[src/rtl/dest_pkg.sv]
// Shared types and constants for the destination load sequencer.
package dest_pkg;

  typedef enum logic {
    ST_IDLE  = 1'b0,
    ST_WRITE = 1'b1
  } state_e;

  localparam int DEST_PTR_W       = 2;
  localparam int DEFAULT_NUM_DEST = 3;
  localparam int DEST_CNT_W       = 4;

endpackage

[src/rtl/dest_ptr_ring.sv]
// Round-robin destination pointer: forced load, advance with wrap, one-hot decode.
// Zero latency on outputs (registered pointer); no backpressure, caller gates load/advance.
module dest_ptr_ring
  import dest_pkg::*;
#(
  parameter int NUM_DEST = DEFAULT_NUM_DEST
) (
  input  logic                  CLK,
  input  logic                  RST,
  input  logic                  i_load,
  input  logic [DEST_PTR_W-1:0] i_load_val,
  input  logic                  i_adv,
  output logic [DEST_PTR_W-1:0] o_ptr,
  output logic                  o_is_last,
  output logic [NUM_DEST-1:0]   o_onehot
);

  localparam logic [DEST_PTR_W-1:0] LAST_IDX = DEST_PTR_W'(NUM_DEST - 1);

  logic [DEST_PTR_W-1:0] r_ptr;

  // Out-of-range forced values fall back to entry 0.
  always_ff @(posedge CLK or posedge RST) begin
    if (RST) begin
      r_ptr <= '0;
    end else if (i_load) begin
      r_ptr <= (i_load_val > LAST_IDX) ? '0 : i_load_val;
    end else if (i_adv) begin
      r_ptr <= (r_ptr == LAST_IDX) ? '0 : r_ptr + 1'b1;
    end
  end

  always_comb begin
    o_onehot = '0;
    for (int i = 0; i < NUM_DEST; i++) begin
      o_onehot[i] = (r_ptr == DEST_PTR_W'(i));
    end
  end

  assign o_ptr     = r_ptr;
  assign o_is_last = (r_ptr == LAST_IDX);

endmodule

[src/rtl/dest_load_sequencer.sv]
// Sequences loads round-robin into the destination group, holding WE for WRITE_CYCLES cycles.
// Ready is combinational; one load per WRITE_CYCLES+1 cycles, SEL_SET stalls acceptance.
module dest_load_sequencer
  import dest_pkg::*;
#(
  parameter int DATA_W       = 8,
  parameter int NUM_DEST     = DEFAULT_NUM_DEST,
  parameter int WRITE_CYCLES = 1
) (
  input  logic                  CLK,
  input  logic                  RST,
  input  logic                  LDD_VALID,
  output logic                  LDD_READY,
  input  logic [DATA_W-1:0]     LDD_DATA,
  input  logic                  SEL_SET,
  input  logic [DEST_PTR_W-1:0] SEL_VAL,
  output logic [NUM_DEST-1:0]   WE,
  output logic [DATA_W-1:0]     WDATA,
  output logic [DEST_PTR_W-1:0] PTR,
  output logic                  GROUP_DONE
);

  state_e                  r_state, w_state_nxt;
  logic [DEST_CNT_W-1:0]   r_cnt, w_cnt_nxt;
  logic [NUM_DEST-1:0]     r_we, w_we_nxt;
  logic [DATA_W-1:0]       r_wdata, w_wdata_nxt;
  logic                    r_done, w_done_nxt;
  logic                    w_ptr_load, w_ptr_adv, w_is_last;
  logic [NUM_DEST-1:0]     w_onehot;
  logic [DEST_PTR_W-1:0]   w_ptr;

  dest_ptr_ring #(.NUM_DEST(NUM_DEST)) u_ptr_ring (
    .CLK        (CLK),
    .RST        (RST),
    .i_load     (w_ptr_load),
    .i_load_val (SEL_VAL),
    .i_adv      (w_ptr_adv),
    .o_ptr      (w_ptr),
    .o_is_last  (w_is_last),
    .o_onehot   (w_onehot)
  );

  assign LDD_READY = (r_state == ST_IDLE) && !SEL_SET && !RST;

  always_ff @(posedge CLK or posedge RST) begin
    if (RST) begin
      r_state <= ST_IDLE;
      r_cnt   <= '0;
      r_we    <= '0;
      r_wdata <= '0;
      r_done  <= 1'b0;
    end else begin
      r_state <= w_state_nxt;
      r_cnt   <= w_cnt_nxt;
      r_we    <= w_we_nxt;
      r_wdata <= w_wdata_nxt;
      r_done  <= w_done_nxt;
    end
  end

  always_comb begin
    w_state_nxt = r_state;
    w_cnt_nxt   = r_cnt;
    w_we_nxt    = r_we;
    w_wdata_nxt = r_wdata;
    w_done_nxt  = 1'b0;
    w_ptr_load  = 1'b0;
    w_ptr_adv   = 1'b0;
    case (r_state)
      ST_IDLE: begin
        // Pointer force has priority; a concurrent load waits one cycle.
        if (SEL_SET) begin
          w_ptr_load = 1'b1;
        end else if (LDD_VALID) begin
          w_wdata_nxt = LDD_DATA;
          w_we_nxt    = w_onehot;
          w_cnt_nxt   = DEST_CNT_W'(WRITE_CYCLES - 1);
          w_state_nxt = ST_WRITE;
        end
      end
      ST_WRITE: begin
        if (r_cnt == '0) begin
          w_we_nxt    = '0;
          w_state_nxt = ST_IDLE;
          w_ptr_adv   = 1'b1;
          w_done_nxt  = w_is_last;
        end else begin
          w_cnt_nxt = r_cnt - 1'b1;
        end
      end
      default: w_state_nxt = ST_IDLE;
    endcase
  end

  assign WE         = r_we;
  assign WDATA      = r_wdata;
  assign PTR        = w_ptr;
  assign GROUP_DONE = r_done;

endmodule

[config.mk]
export PLATFORM = sky130hd
export DESIGN_NAME = dest_load_sequencer
export DESIGN_NICKNAME = d
export VERILOG_FILES = /design/src/rtl/dest_pkg.sv /design/src/rtl/dest_ptr_ring.sv /design/src/rtl/dest_load_sequencer.sv
export SDC_FILE = /design/constraint.sdc
export NUM_CORES = 1
export LEC_CHECK = 0
export CORE_MARGIN = 2
export CORE_UTILIZATION = 39
export DETAILED_ROUTE_END_ITERATION = 8
export GPL_ROUTABILITY_DRIVEN = 0
export PLACE_DENSITY = 0.73
export SLEW_MARGIN = 10
export SYNTH_ARGS = -nofsm -noshare
export SYNTH_HDL_FRONTEND = slang
export SYNTH_SLANG_ARGS = --single-unit
[constraint.sdc]
create_clock -name CLK -period 1.4 [get_ports CLK]
set_input_delay 0.28 -clock CLK [delete_from_list [all_inputs] [get_ports CLK]]
set_output_delay 0.28 -clock CLK [all_outputs]
set_load 0.05 [all_outputs]
### Yosys cells after proc, flatten, opt, wreduce, memory -nomap -nowiden

Index checks and enable logic that the tools add are counted.

| storage, ports and cells | value |
|---|---|
| bits in registers | 19 |
| logic and storage cells | 49 |
| output and inout port bits | 15 |

| operators by class | value |
|---|---|
| reductions and logical operators | 10 |
| muxes and demuxes | 22 |
| $lt $le $gt $ge | 1 |
| add/sub/neg operators | 2 |
| bitwise gates (word level) | 2 |
| equality and inequality tests | 6 |

Operator list:

| cell | number |
|---|---|
| 4-bit two-way mux | 3 |
| 1-bit two-way mux | 9 |
| 3-bit two-way mux | 3 |
| 3-bit AND reduction | 3 |
| 2-bit two-way mux | 4 |
| 4-bit case mux with 2 select lines | 1 |
| 2-bit inequality test, second input constant | 3 |
| 3-bit case mux with 2 select lines | 1 |
| 4-bit zero test | 1 |
| 4-bit by 1-bit subtractor with 4-bit output, second input constant | 1 |
| 2-bit by 1-bit adder with 2-bit output, second input constant | 1 |
| 2-bit by 1-bit equality test with 1-bit output, second input constant | 1 |
| 2-bit equality test, second input constant | 1 |
| 2-bit greater-than comparator, second input constant | 1 |
| 1-bit logical AND | 2 |
| 1-bit zero test | 2 |
| 2-bit zero test | 1 |
| 2-bit by 1-bit inequality test with 1-bit output, second input constant | 1 |
| 1-bit NOT | 2 |
| 1-bit case mux with 2 select lines | 1 |
| 2-bit nonzero test | 1 |

### Depth between registers and ports, before layout

| depth | value |
|---|---|
| depth after elaboration | 5 |
| mapped depth | 5 |

### Cells and area by module

From an unflattened synthesis, not the netlist that was laid out.

| unflattened totals | value |
|---|---|
| cell total of the unflattened synthesis | 88 |
| area total of the unflattened synthesis | 863.3 um2 |

Modules (own cells, without submodules):

| module | sequential area each (um2) | area each (um2) | times used | cells an instance |
|---|---|---|---|---|
| dest_load_sequencer | 425.4 | 726.9 | 1 | 72 |
| dest_ptr_ring | 50.0 | 136.4 | 1 | 16 |

### Worst setup path after synthesis

No wires, ideal clock.

| timing path | value |
|---|---|
| path type | register -> output |
| start point | register r_state |
| end point | output port LDD_READY |
| path slack | -407 ps |
| stages on the path, launching flop included | 2 |
| data arrival time | 1527 ps |
| buffers on the path | 0 |
| data required time | 1120 ps |
| path through | dfrtp_1 -> nor3_1 |

| on the way | value |
|---|---|
| longest elaborated chain between the ends | 3 |

Ends and longest elaborated chain:

| what | RTL line | source |
|---|---|---|
| from (decl) | dest_load_sequencer.sv:23 | `state_e r_state, w_state_nxt;` |
| from (signal assigned) | dest_load_sequencer.sv:53 | `r_state <= w_state_nxt;` |
| 1-bit NOT (no line) | n/a |  |
| 1-bit logical AND (2 in a row) | dest_load_sequencer.sv:43 | `assign LDD_READY = (r_state == ST_IDLE) && !SEL_SET && !RST;` |
| to (decl) | dest_load_sequencer.sv:13 | `output logic LDD_READY,` |

No other way between the ends.

### Worst setup path after layout

| timing path | value |
|---|---|
| start point | input port SEL_SET |
| end point | output port LDD_READY |

| on the way | value |
|---|---|
| longest elaborated chain between the ends | 3 |

Ends and longest elaborated chain:

| what | RTL line | source |
|---|---|---|
| from (decl) | dest_load_sequencer.sv:15 | `input logic SEL_SET,` |
| 1-bit zero test | dest_load_sequencer.sv:43 |  |
| 1-bit logical AND (2 in a row) | dest_load_sequencer.sv:43 |  |

No other way between the ends.

==> results.md <==
* Outcome: complete, no violations
* CP startpoint: SEL_SET
* Simple-gate share of the synthesized area at between 20% and 30%
* Highest routed layer: met4
* Seq/Total Area, Yosys at roughly 56%
* Longest Clk Path Bufs at 2
* Drt wl/cell at ~12 µm
* Final design utilization at between 70 and 80%
* Via count at around 720
* Syn nets at 102
* Gr ovfl total at 0
* Yosys warns at 0
* Req. time, crit path at ~1.1 ns
* Setup violations, final at 0
* Clock root cell: clkbuf_4
* Reg area at approximately 480 µm²
* Worst r2r dst: r_cnt[0]
* Non-Filler Instances at 152
* First DRT Iteration DRCs at 5
* Die Wd at 50.74 µm
* Main combinational cell family by area after synthesis: simple AND/OR/NAND/NOR gates
* Chip height at a little over 50 µm
* Synth-to-Final Area Change at 67.69%
* RSZ-0062 raised after global routing: true
* Initial Util at 42.56%
* Period utilization at a little over nine tenths
* Largest net degree at the start of global routing at 12
* Row cnt at 16
* Nature of the critical path startpoint: primary input
* Logic depth of the worst register-to-register path at 3
* # port buffers at 28
* Maximum VDD drop at 0.001484 V
* F_max at about 730 MHz
* Power Dens Cells at 2490 nW/µm²
* CTS Buf Count at 3
* Cell Area, Placed at 1364 µm²
* Wl on met1 at slightly below 800 µm
* Clock skew at 0.0006116 ns
* I/O pin cnt at 29
* Xor/xnor share of the synthesized area at 0%
* CTS tree: built
* Mux cell area share after synthesis at around 6%
* Reg2reg setup slack at roughly 0.060 ns
* Overall routed net length at 1887 µm
* Clk pin slew, worst setup/hold paths at 0.10 ns
* Multi-input gate area at between 300 and 400 µm²
* Tmin final at 1.367 ns
* Final-report max-slew violation count at 0
* DP Cell Count at between 100 and 150
* CP arrival at between 1 and 1.5 ns
* Initial antenna violation count at 0
* ANT nets after route at 0
* Slew HR at between 70% and 80%
* H-tree depth at 1
* Yosys cell types at 19
* First-pass GRT wire length at between 3000 and 4000 µm
* Hold Vio Cnt, Final at 0
* Synth Area in Adders at under 10%
* Seq cells post-synth at 19
* Filler cell count at 154
* Worst min path class: primary input to asynchronous set/reset pin
* Max Cap Violations at 0
* Fraction of layout cells with a size suffix above 1 at 28.80%
* Post-Syn Area at about 850 µm²
* Static Leakage at 0.6974 nW
* Routed length on met3 at 120 µm
* Compound-Gate Fraction of Synth Area at ~6.8%
* Post-route DRC violation count at 0
* Vias in the first global route at around 740
* Vias per cell at between 4 and 5
* Final WS setup at approximately 0.033 ns
* Critical Path Fanout Max at 3
* Crit path kind: primary input to output port
* Hpwl dp at around 1400 µm
* Worst Max-Slew Pin Slew at around 0.36 ns
* Worst r2r src: r_state
* Placement Setup Slack at -0.2273 ns
* # diodes at 0
* GRT Overall Usage at 18.03%
* CP Capture Type: output port
* # clock sinks at 19
* # nets final at around 140
* Routed wl met2 at slightly above 900 µm
* Synth Instances at 86
* Minimum hold slack at 0.03329 ns
* Design area at between 1000 and 1500 µm²
* Die area at around 2600 µm²
* Clock Latency Late Sink at about 0.30 ns
* 1st-pass router iterations at 4
* Syn Area/Cell at slightly below 10 µm²
* Core Area at ~2000 µm²
critical path, cell delays in order:
cell and delay, ns:
dlygate4sd2_1 0.27, buf_4 0.16, nor3_4 0.21, buf_12 0.16
worst max-delay path by stage:
stage / endpoint / slack, ns / depth (start not counted)
after floorplan: LDD_READY / 0.006 / 1
after global placement: r_cnt[1] / -0.20 / 4
after detailed placement: r_cnt[0] / -0.23 / 4
after CTS: LDD_READY / -0.05 / 2
after global routing: LDD_READY / -0.03 / 2
final: LDD_READY / 0.03 / 4
state kept, by name, indices dropped and copies added, names as in the netlist:
register	flops
r_cnt	4
WE	3
WDATA	8
GROUP_DONE	1
r_state	1
u_ptr_ring.o_ptr	2
Yosys cell counts:
| master | number | area share [%] |
|---|---|---|
| nor2_1 | 4 | 1.8 |
| a32o_1 | 1 | 1.2 |
| and4bb_2 | 1 | 1.5 |
| a22o_1 | 2 | 2.1 |
| mux2i_1 | 5 | 5.9 |
| nand2b_1 | 2 | 1.5 |
| nand2_1 | 29 | 13 |
| and3_1 | 1 | 0.73 |
| nor2b_1 | 1 | 0.73 |
| nor3_1 | 1 | 0.59 |
| a21oi_1 | 5 | 2.9 |
| ha_1 | 2 | 2.9 |
| nor3b_2 | 1 | 1.5 |
| buf_2 | 2 | 1.2 |
| dfrtp_1 | 19 | 56 |
| o21ai_1 | 1 | 0.59 |
| nor4b_2 | 1 | 1.8 |
| or3b_1 | 2 | 2.1 |
| inv_1 | 6 | 2.6 |
through the flow:
step	power [mW]	TNS (ns)
2_1_floorplan	2.122	0
3_3_place_gp	3.163	-2.025
3_5_place_dp	3.220	-2.233
4_1_cts	3.527	-0.04700
5_1_grt	3.767	-0.09937
6_report	3.558	0
area by class of cell:
type                            count  area share (%)
Sequential cell                    19           33.36
Timing Repair Buffer               37           34.94
Tap cell                           27           2.364
Clock buffer                        4           1.839
Multi-Input combinational cell     59           25.92
Inverter                            6           1.576
what timing repair did:
action	4_1_cts	5_1_grt
setup endpoints to repair	1	9
pin swaps	1	2
hold buffers	0	0
buffers inserted	1	1
resized for setup	3	6
cell families (layout without fill, tap and decap cells):
group | count (synthesis) | count (layout)
simple gates | 43 | 43
flops | 19 | 19
compound gates | 9 | 9
buf+inv | 8 | 47
mux | 5 | 5
fa+ha+maj | 2 | 2
power by group:
part	internal [mW]	total, mW	switching [mW]
logic	1.08	2.20	1.12
registers	0.798	1.08	0.283
clock network	0.111	0.279	0.167
total	1.99	3.56	1.57
routing by layer:
layer	vias up	track usage, %
met5	-	0
met1	325	22.16
met3	5	4.167
li1	362	-
met4	0	12.16
met2	30	28.07
placed cells by master (no fill, tap or decap), types with 2 or more instances in the layout:
| master | instances |
|---|---|
| dfrtp_1 | 18 |
| a21oi_1 | 5 |
| or3b_1 | 2 |
| inv_1 | 4 |
| clkdlybuf4s50_1 | 11 |
| mux2i_1 | 5 |
| buf_12 | 15 |
| a22o_1 | 2 |
| nor2_1 | 3 |
| clkbuf_4 | 3 |
| nand2b_1 | 2 |
| nand2_1 | 29 |
| buf_4 | 9 |
| inv_2 | 2 |
(Power assumes the default switching activity.)
